==> src/rtl/aram_arbiter.sv <==
// ============================================================================
// aram_arbiter: shares the single-port audio RAM between the CPU and the DSP
// fetch engine. CPU has priority; the DSP is forced through after
// DSP_MAX_WAIT consecutive losses. Read data is routed back to its owner.
// Optional macro ARAM_ARB_DBG_PORT_EN adds a highest-priority debug port.
// Revision: 1.0
// ============================================================================
`default_nettype none

module aram_arbiter #(
  parameter int ADDR_WIDTH   = 16,
  parameter int DATA_WIDTH   = 8,
  parameter int DSP_MAX_WAIT = 3
) (
  input  logic                  clock,
  input  logic                  reset,
  input  logic                  cpu_req,
  input  logic [ADDR_WIDTH-1:0] cpu_addr,
  input  logic                  cpu_we,
  input  logic [DATA_WIDTH-1:0] cpu_wdata,
  output logic                  cpu_gnt,
  output logic [DATA_WIDTH-1:0] cpu_rdata,
  output logic                  cpu_rvalid,
  input  logic                  dsp_req,
  input  logic [ADDR_WIDTH-1:0] dsp_addr,
  input  logic                  dsp_we,
  input  logic [DATA_WIDTH-1:0] dsp_wdata,
  output logic                  dsp_gnt,
  output logic [DATA_WIDTH-1:0] dsp_rdata,
  output logic                  dsp_rvalid,
`ifdef ARAM_ARB_DBG_PORT_EN
  input  logic                  dbg_req,
  input  logic [ADDR_WIDTH-1:0] dbg_addr,
  input  logic                  dbg_we,
  input  logic [DATA_WIDTH-1:0] dbg_wdata,
  output logic                  dbg_gnt,
  output logic [DATA_WIDTH-1:0] dbg_rdata,
  output logic                  dbg_rvalid,
`endif
  output logic [ADDR_WIDTH-1:0] mem_addr,
  output logic [DATA_WIDTH-1:0] mem_wdata,
  output logic                  mem_we,
  output logic                  mem_re,
  input  logic [DATA_WIDTH-1:0] mem_rdata,
  output logic [3:0]            starve_cnt
);

  localparam logic [1:0] OWN_NONE = 2'd0;
  localparam logic [1:0] OWN_CPU  = 2'd1;
  localparam logic [1:0] OWN_DSP  = 2'd2;
  localparam logic [1:0] OWN_DBG  = 2'd3;
  localparam logic [3:0] MAX_WAIT = 4'(DSP_MAX_WAIT);

  logic [1:0]            winner;
  logic                  force_dsp;
  logic [ADDR_WIDTH-1:0] sel_addr;
  logic [DATA_WIDTH-1:0] sel_wdata;
  logic                  sel_we;

  logic [1:0]            owner_q, owner_d;
  logic [3:0]            starve_q, starve_d;
  logic [ADDR_WIDTH-1:0] last_addr_q, last_addr_d;
  logic [DATA_WIDTH-1:0] last_wdata_q, last_wdata_d;

  // Winner selection; nothing is granted while reset is high.
  always_comb begin
    force_dsp = dsp_req && (starve_q >= MAX_WAIT);
    winner    = OWN_NONE;
    if (!reset) begin
`ifdef ARAM_ARB_DBG_PORT_EN
      if (dbg_req)        winner = OWN_DBG;
      else
`endif
      if (force_dsp)      winner = OWN_DSP;
      else if (cpu_req)   winner = OWN_CPU;
      else if (dsp_req)   winner = OWN_DSP;
    end
  end

  always_comb begin
    sel_addr  = cpu_addr;
    sel_wdata = cpu_wdata;
    sel_we    = cpu_we;
    case (winner)
      OWN_DSP: begin
        sel_addr  = dsp_addr;
        sel_wdata = dsp_wdata;
        sel_we    = dsp_we;
      end
`ifdef ARAM_ARB_DBG_PORT_EN
      OWN_DBG: begin
        sel_addr  = dbg_addr;
        sel_wdata = dbg_wdata;
        sel_we    = dbg_we;
      end
`endif
      default: ;
    endcase
  end

  always_ff @(posedge clock) begin
    if (reset) begin
      owner_q      <= OWN_NONE;
      starve_q     <= 4'd0;
      last_addr_q  <= '0;
      last_wdata_q <= '0;
    end else begin
      owner_q      <= owner_d;
      starve_q     <= starve_d;
      last_addr_q  <= last_addr_d;
      last_wdata_q <= last_wdata_d;
    end
  end

  // Owner tracks the requester whose read returns next cycle.
  always_comb begin
    owner_d      = OWN_NONE;
    starve_d     = starve_q;
    last_addr_d  = last_addr_q;
    last_wdata_d = last_wdata_q;
    if (winner != OWN_NONE) begin
      last_addr_d  = sel_addr;
      last_wdata_d = sel_wdata;
      if (!sel_we) owner_d = winner;
    end
    if (winner == OWN_DBG) begin
      starve_d = starve_q;
    end else if (dsp_req && winner == OWN_CPU) begin
      starve_d = (starve_q == 4'd15) ? 4'd15 : starve_q + 4'd1;
    end else if (winner == OWN_DSP || !dsp_req) begin
      starve_d = 4'd0;
    end
  end

  always_comb begin
    cpu_gnt    = (winner == OWN_CPU);
    dsp_gnt    = (winner == OWN_DSP);
    mem_re     = (winner != OWN_NONE) && !sel_we;
    mem_we     = (winner != OWN_NONE) && sel_we;
    mem_addr   = reset ? '0 : ((winner != OWN_NONE) ? sel_addr : last_addr_q);
    mem_wdata  = reset ? '0 : ((winner != OWN_NONE) ? sel_wdata : last_wdata_q);
    cpu_rvalid = !reset && (owner_q == OWN_CPU);
    dsp_rvalid = !reset && (owner_q == OWN_DSP);
    cpu_rdata  = mem_rdata;
    dsp_rdata  = mem_rdata;
    starve_cnt = reset ? 4'd0 : starve_q;
`ifdef ARAM_ARB_DBG_PORT_EN
    dbg_gnt    = (winner == OWN_DBG);
    dbg_rvalid = !reset && (owner_q == OWN_DBG);
    dbg_rdata  = mem_rdata;
`endif
  end

endmodule

`default_nettype wire

==> config.mk <==
export PLATFORM = sky130hd
export DESIGN_NAME = aram_arbiter
export DESIGN_NICKNAME = d
export VERILOG_FILES = /design/src/rtl/aram_arbiter.sv
export SDC_FILE = /design/constraint.sdc
export NUM_CORES = 1
export LEC_CHECK = 0
export CORE_MARGIN = 3
export CORE_UTILIZATION = 38
export CTS_BUF_LIST = sky130_fd_sc_hd__clkbuf_4 sky130_fd_sc_hd__clkbuf_8
export CTS_CLUSTER_DIAMETER = 150
export DETAILED_ROUTE_END_ITERATION = 6
export GPL_TIMING_DRIVEN = 0
export PLACE_DENSITY = 0.84
export SYNTH_ARGS = -nofsm -noshare
export SYNTH_HDL_FRONTEND = slang
export SYNTH_SLANG_ARGS = --single-unit
==> constraint.sdc <==
create_clock -name clock -period 2.1 [get_ports clock]
set_input_delay 0.42 -clock clock [delete_from_list [all_inputs] [get_ports clock]]
set_output_delay 0.42 -clock clock [all_outputs]
set_load 0.01 [all_outputs]
==> out/qor.yml, run 1 <==
gp_congestion: 0.759
multi_input_area_um2: 1070
arrival_ns: 2.03
final_common_cell: "clkdlybuf4s50_1"
setup.worst_path.end_class: "primary output"
crit_path_start_kind: "flop"
final_cell_mix: "clkdlybuf4s50_1 (70), buf_4 (32), dfxtp_1 (28)"
status: "complete, but fails checks"
syn2layout_area_growth_pct: 85.0
rsz0062_at_grt: "true"
hold_viol_final: 0
synth-seq-cells: 30
clockRootBuffer: "clkbuf_8"
initial_core_util_pct: 39.7
post-route-min-period_ns: 2.45
violations: "negative setup slack"
final_nets: 381
post_drt_wl_per_cell_um: 16.0
n_fill_cell: 342
drive_gt1_share_pct: 40.8
syn_area_um2: 1750
post-dp-hpwl_um: 4010
drtPass1Iterations: 4
regArea_um2: 603
numPortBuffers: 103
fin_ws_ns: -0.345
leakagePower_uw: 0.00133
die_area_um2: 5460
clock_path_buffers: 2
grt.overflow.total: 0
final_max_slew_viol_count: 0
critPathKind: "flop to primary output"
clock_skew_ns: 0.00518
period_share_pct: 116
fin_util_pct: 73.4
cts.sinks: 30
clock.fmax_mhz: 409
required_ns: 1.68
synth_area_per_cell_um2: 9.12
synth_cell_types: 25
drc: 0
hold_path_class: "flop to flop"
n_antenna_cell: 0
final_area_um2: 3240
yosysWarnings: 0
cap_violations: 0
power_density_nw_per_um2: 521
antenna_found_initial: 0
routed_wl_um: 5940
io_pins: 112
grt_usage_pct: 20.7
drt-initial-drc-count: 56
max-vdd-ir-drop_v: 0.000432
path_max_fanout: 9
synth_cells: 192
grt_pass1_wl_um: 8870
grt_pass1_vias: 1947
placed_area_um2: 2850
setup_viol: 26
ys_seq_area_share_pct: 34.3
via_per_inst: 5.37
postCtsHoldBufs: 0
h-tree-depth: 2
core_area_um2: 4410
vias: 1991
clock_latency_ns: 0.28
cts.clk_slew.worst_paths_ns: 0.06
row_count: 24
drt.antenna.violating_nets: 0
grt_max_degree: 11
chipWidth_um: 73.9
die_h_um: 73.9
cts_tree: "yes"
numCtsBuffers: 5
[kinds of logic (layout without fill, tap and decap cells)]
| logic type | count (synthesis) | in the layout | share of synthesized area [%] |
|---|---|---|---|
| buffers and inverters | 39 | 165 | 13.2 |
| AND/OR/NAND/NOR | 68 | 68 | 23.4 |
| adder cells (fa/ha/maj) | 1 | 1 | 0.715 |
| flip-flops | 30 | 30 | 34.3 |
| AO/OA/AOI/OAI | 53 | 53 | 28.2 |
| other | 1 | 2 | 0.214 |
[sequential cells by signal, indices dropped and copies added (netlist names)]
signal and cells:
last_addr_q 16, last_wdata_q 8, owner_q 2, starve_q 4
[power by group]
group	leakage (uW)	internal, uW	switching, uW
clock	0.0000575	331	215
combinational	0.00103	291	227
sequential	0.000249	610	14.3
[area by class of cell]
cell class / count / area share, %
inverters: 2 / 0.232
plain buffers: 36 / 9.85
well taps: 52 / 2.01
clock buffers: 8 / 3.40
multi-input cells: 124 / 33.0
repair buffers: 119 / 32.8
flip-flops and latches: 30 / 18.6
[worst max-delay path, cell delays in order (launching register included)]
cell and delay [ns]:
dfxtp_2 0.34, ha_4 0.16, or4b_4 0.49, buf_12 0.17, buf_16 0.14, a211oi_2 0.23
nor3_2 0.07, buf_2 0.15
[path summary, 6_finish.rpt]
| path | slack, ns | to | cells after the start | start |
|---|---|---|---|---|
| max | -0.35 | mem_addr[3] | 7 | starve_q[0] |
| max reg2reg | 0.27 | last_addr_q[14] | 7 | starve_q[0] |
| min | 0.44 | starve_q[0] | 1 | starve_q[0] |
| min reg2reg | 0.44 | starve_q[0] | 1 | starve_q[0] |
[cell usage after synthesis, drive strengths merged]
cell type / count / area (um2)
and3: 1 / 6.26
or4b: 1 / 10.0
o21bai: 25 / 188
nand2b: 2 / 12.5
ha: 1 / 12.5
nor2b: 6 / 37.5
buf: 26 / 183
conb: 1 / 3.75
nand3: 1 / 5.00
o21ba: 1 / 10.0
nor3b: 2 / 15.0
nor4: 24 / 150
dfxtp: 30 / 601
a21oi: 2 / 10.0
clkbuf: 11 / 41.3
o21ai: 1 / 5.00
or3: 2 / 12.5
nor3: 25 / 125
nor2: 3 / 11.3
a211oi: 24 / 280
inv: 2 / 7.51
nor4b: 1 / 23.8
[through the flow]
step	instances	power (uW)	hold WS [ns]	TNS, ns	setup slack (ns)
after floorplan	193	844	0.411	0	0.113
after global placement	348	1100	0.421	-31.64	-1.13
after detailed placement	348	1110	0.442	-32.65	-1.13
after CTS	367	1660	0.438	-7.51	-0.337
after global routing	371	1760	0.470	-9.41	-0.400
final	371	1690	0.444	-7.83	-0.345
[layer usage]
| metal | share of wire, % | global-route usage [%] | up-vias |
|---|---|---|---|
| met5 | 0 | 0 | - |
| met4 | 1.0 | 6.84 | 0 |
| met3 | 8.6 | 6.29 | 8 |
| met2 | 51 | 36.2 | 96 |
| met1 | 39 | 23.9 | 937 |
| li1 | - | - | 950 |
[timing repair]
item                                    4_1_cts  5_1_grt
pin swaps                                    22       11
gates cloned                                  2        1
resized for setup                           175       10
buffers inserted                             10        3
endpoints found under the setup margin       34       29
Note: power is estimated with default switching activity, not from simulation.
==> run 2: changes to the inputs <==
SLEW_MARGIN = 20   (was unset)
TNS_END_PERCENT = 30   (was unset)
==> run 2 against run 1 <==
  * The run still ends with negative setup slack left
  * Largest cell class unchanged
  * Worst hold slack worse by 0.0040 ns
  * First-iteration DRC count up 7.1%
  * Die area unchanged
  * Via count down 2.7%
  * Sequential power about the same
==> out/qor.yml, run 2 (synthesis gave the netlist of run 1 again) <==
numCtsBuffers: 5
die_h_um: 73.9
arrival_ns: 2.03
leakagePower_uw: 0.00131
stdcell_count: 365
clock_latency_ns: 0.28
vias: 1937
antenna_found_initial: 0
post-dp-hpwl_um: 4010
postCtsHoldBufs: 0
setup_tns_ns: -8.36
grt_pass1_vias: 1906
fin_util_pct: 72.3
startpoint: "starve_q[0]"
final_cell_mix: "clkdlybuf4s50_1 (71), dfxtp_1 (28), buf_4 (27)"
cts.sinks: 30
row_count: 24
drc: 0
rsz0062_at_grt: "true"
crit_path_start_kind: "flop"
drt-initial-drc-count: 60
max-vdd-ir-drop_v: 0.000431
io_pins: 112
clock_skew_ns: 0.00584
gp_congestion: 0.759
core_area_um2: 4410
n_antenna_cell: 0
routed_wl_um: 5930
period_share_pct: 117
via_per_inst: 5.31
min-delay-start: "starve_q[0]"
cts.clk_slew.worst_paths_ns: 0.06
hold_path_class: "flop to flop"
dp_cells: 348
hold_viol_final: 0
power_density_nw_per_um2: 525
drive_gt1_share_pct: 37.7
clock_path_buffers: 2
final_common_cell: "clkdlybuf4s50_1"
fin_ws_ns: -0.351
syn2layout_area_growth_pct: 82.3
grt.overflow.total: 0
top_regs: "last_addr_q x16, last_wdata_q x8, starve_q x4"
final_max_slew_viol_count: 0
numPortBuffers: 103
largest_reg_flops: 16
final_nets: 375
setup.worst_path.end_class: "primary output"
drt.antenna.violating_nets: 0
finalPower_uw: 1670
critPathKind: "flop to primary output"
chipWidth_um: 73.9
violations: "negative setup slack"
cts_tree: "yes"
clockRootBuffer: "clkbuf_8"
initial_core_util_pct: 39.7
h-tree-depth: 2
grt_max_degree: 11
rrSetupSlack_ns: 0.27
grt_pass1_wl_um: 8690
die_area_um2: 5460
status: "complete, but fails checks"
required_ns: 1.68
grt_usage_pct: 20.3
setup_viol: 28
top_register: "last_addr_q"
cap_violations: 0
post_drt_wl_per_cell_um: 16.2
post-route-min-period_ns: 2.45
clock.fmax_mhz: 408
drtPass1Iterations: 4
path_max_fanout: 5
timing.rr.start: "starve_q[0]"
==> run 2: critical path: stages (launching register included) <==
cell and delay (ns):
dfxtp_2 0.34, ha_4 0.16, or4b_4 0.50, buf_12 0.17
clkbuf_16 0.15, a211oi_2 0.19, nor3_1 0.10, buf_2 0.15
==> run 2: path summary, 6_finish.rpt <==
check,endpoint,depth (start not counted)
min reg2reg,starve_q[0],1
min,starve_q[0],1
max reg2reg,last_wdata_q[1],7
max,mem_wdata[4],7
==> run 2: timing repair <==
item                       in CTS  in global routing
gates resized for setup       159                 16
setup endpoints to repair      34                 29
pin swaps                      16                 13
cloned                          1                  2
buffers inserted                4                  3
==> run 2: metal layers <==
metal	share of wire [%]	vias up	GRT usage, %
li1	-	938	-
met1	42	912	23.6
met2	50	77	35.0
met3	6.8	10	6.16
met4	1.3	0	7.24
met5	0	-	0
==> run 2: report_power, final <==
part / internal [uW] / total, uW / switching, uW
sequential: 610 / 624 / 14.0
clock: 331 / 541 / 210
combinational: 284 / 509 / 226
==> run 2: cell type report <==
cell class / instances / area (um2)
Buffer: 36 / 315
Clock buffer: 8 / 110
Fill cell: 351 / 1220
Inverter: 2 / 7.51
Multi-Input combinational cell: 124 / 1050
Sequential cell: 30 / 603
Tap cell: 52 / 65.1
Timing Repair Buffer: 113 / 1040
==> run 2: stage by stage <==
stage | hold slack (ns) | area, um2 | worst slack (ns)
2_1_floorplan | 0.411 | 1750 | 0.113
3_3_place_gp | 0.421 | 2850 | -1.13
3_5_place_dp | 0.442 | 2850 | -1.13
4_1_cts | 0.438 | 3090 | -0.339
5_1_grt | 0.471 | 3190 | -0.431
6_report | 0.440 | 3190 | -0.351
==> RTL change: new RTL, config.mk and constraints of run 1 <==
Put a register stage on the output `starve_cnt`, with the module's reset. The value now appears one clock later. The other outputs are not delayed to match.
--- a/src/rtl/aram_arbiter.sv
+++ b/src/rtl/aram_arbiter.sv
@@ -50,6 +50,8 @@
   localparam logic [1:0] OWN_DSP  = 2'd2;
   localparam logic [1:0] OWN_DBG  = 2'd3;
   localparam logic [3:0] MAX_WAIT = 4'(DSP_MAX_WAIT);
+
+  logic [3:0] starve_cnt_d;
 
   logic [1:0]            winner;
   logic                  force_dsp;
@@ -143,7 +145,7 @@
     dsp_rvalid = !reset && (owner_q == OWN_DSP);
     cpu_rdata  = mem_rdata;
     dsp_rdata  = mem_rdata;
-    starve_cnt = reset ? 4'd0 : starve_q;
+    starve_cnt_d = reset ? 4'd0 : starve_q;
 `ifdef ARAM_ARB_DBG_PORT_EN
     dbg_gnt    = (winner == OWN_DBG);
     dbg_rvalid = !reset && (owner_q == OWN_DBG);
@@ -151,6 +153,14 @@
 `endif
   end
 
+  always_ff @(posedge clock) begin
+    if (reset) begin
+      starve_cnt <= '0;
+    end else begin
+      starve_cnt <= starve_cnt_d;
+    end
+  end
+
 endmodule
 
 `default_nettype wire
Function: changed (Yosys sat finds a counterexample within 4 cycles, from zero or initial values and one cycle with reset high).
==> RTL change against run 1 <==
  * The run still ends with negative setup slack left
  * Area after synthesis fell by 5.9%
  * Routed wire length rose by 2.1%
  * Sequential cell count rose by 4
  * Clock power fell by 3%
  * Cell area fell by 6.0%
  * Total power rose by 2.3%
  * First-iteration DRC count rose by 13%
  * Core utilization rose by 1.2 points
  * Maximum frequency barely moved
  * Worst setup slack barely moved
  * Register-to-register slack improved by 0.03 ns
  * Non-clock buffer count fell by 12
  * Critical path depth fell by 1
  * Critical path type unchanged
  * Largest power group unchanged
==> RTL change: results (changes against run 1) <==
* Status: finished, violations left
* Violated checks: negative setup slack
* Final Setup Violations at 28 (+7.7%)
* Placed cell area at 2740 µm² (-4.0%)
* Starting DRT DRC Count at 63 (+13%)
* Seq/Total Area, Yosys at 41.3% (+7.0 points)
* CP max FO at 10 (+1)
* Biggest regs: last_addr_q (16), last_wdata_q (8)
* Post-synth top cells: 34 x dfxtp_1, 26 x nor2_1, 24 x o21ai_1
* Reg2reg end: last_addr_q[9]
* WHS Endpoint: starve_q[1]
* Syn Area/Cell at 8.63 µm² (-5.4%)
* FILL cells at 308 (-9.9%)
* Area contributors post-synth: dfxtp_1 41%, a211oi_1 10%, a31oi_1 8.7%
* Total number of vias at 1936 (-2.8%)
* Gates resized, CTS repair at 151 (-14%)
* Met2 Track Usage GR at 40.3% (+4.1 points)
* Hold_ws at 0.472 ns (+0.0284 ns)
* First-pass GRT wire length at 9510 µm (+7.2%)
* Setup ws final at -0.345 ns (+0.0000260 ns)
* Slack of the worst reg-to-reg path at 0.30 ns (+0.03 ns)
* Post-synthesis adder-cell area fraction at 0.759% (+0.045 points)
* Placer Congestion at 0.839 (+11%)
* Final WL at 6060 µm (+2.1%)
* Final setup skew at 0.00552 ns (+0.000339 ns)
* WL met2 at 3020 µm (-1.2%)
* Largest stage delay on the critical path at 0.56 ns (+0.07 ns)
* Reg2Reg Depth at 6 (-1)
* Postcts setup bufs at 6 (-4)
* Grt met1 use at 27.2% (+3.3 points)
* Peak supply drop at 0.291 mV (-33%)
* Share of cells above drive strength 1 at 37.9% (-2.9 points)
* Compound-Gate Fraction of Synth Area at 28.9% (+0.77 points)
* Met1 WL at 2430 µm (+5.1%)
* Met3 Track Usage GR at 5.61% (-0.68 points)
* HPWL after detailed placement at 4070 µm (+1.6%)
* Static leakage at 0.00121 µW (-9.4%)
* Vias in the first global route at 2125 (+9.1%)
[RTL change: changes by cell type in the layout (fill, tap and decap cells not counted), moves of 5 or more]
cell,run 1,this run
o21ai_1,0,22
a211oi_4,5,0
nor2_1,3,25
nor3_1,17,2
nor4_1,24,0
a31oi_4,0,6
buf_4,32,26
nor3_2,8,0
a31oi_2,0,7
a31oi_1,0,10
o21bai_1,24,0
[RTL change: kinds of logic after synthesis]
family                     count (synthesis)
AOI/OAI and AO/OA                         75
adders and majority gates                  1
buffers and inverters                     36
DFF                                       34
other                                      1
and+or+nand+nor                           44
[RTL change: worst max path at each step]
stage / from / to / slack (ns) / cells after the start
global placement: cpu_req / mem_addr[12] / -1.08 / 6
floorplan: starve_q[0] / mem_addr[10] / 0.1 / 5
global route: cpu_req / mem_addr[0] / -0.39 / 6
CTS: starve_q[1] / mem_addr[13] / -0.30 / 6
detailed placement: cpu_req / mem_addr[7] / -1.18 / 6
finish: starve_q[0] / mem_addr[2] / -0.35 / 6
[RTL change: power by group]
group,switching [µW],total (µW),internal [µW]
registers,14.9,702,687
logic,232,496,265
clock network,250,528,278
total,497,1730,1230
[RTL change: metrics by stage]
stage,utilization (%),setup slack (ns)
after floorplan,-,0.0960
after global placement,66.9,-1.08
after detailed placement,66.9,-1.18
after CTS,72.4,-0.302
after global routing,74.5,-0.392
final,74.5,-0.345
[RTL change: cell type report]
type | instances | area (µm²) | area share (%)
plain buffers | 32 | 234 | 7.68
clock buffers | 7 | 90.1 | 2.96
clock inverters | 1 | 5.00 | 0.164
inverters | 2 | 7.51 | 0.247
multi-input cells | 122 | 992 | 32.6
flip-flops and latches | 34 | 683 | 22.4
well taps | 50 | 62.6 | 2.05
repair buffers | 111 | 971 | 31.9
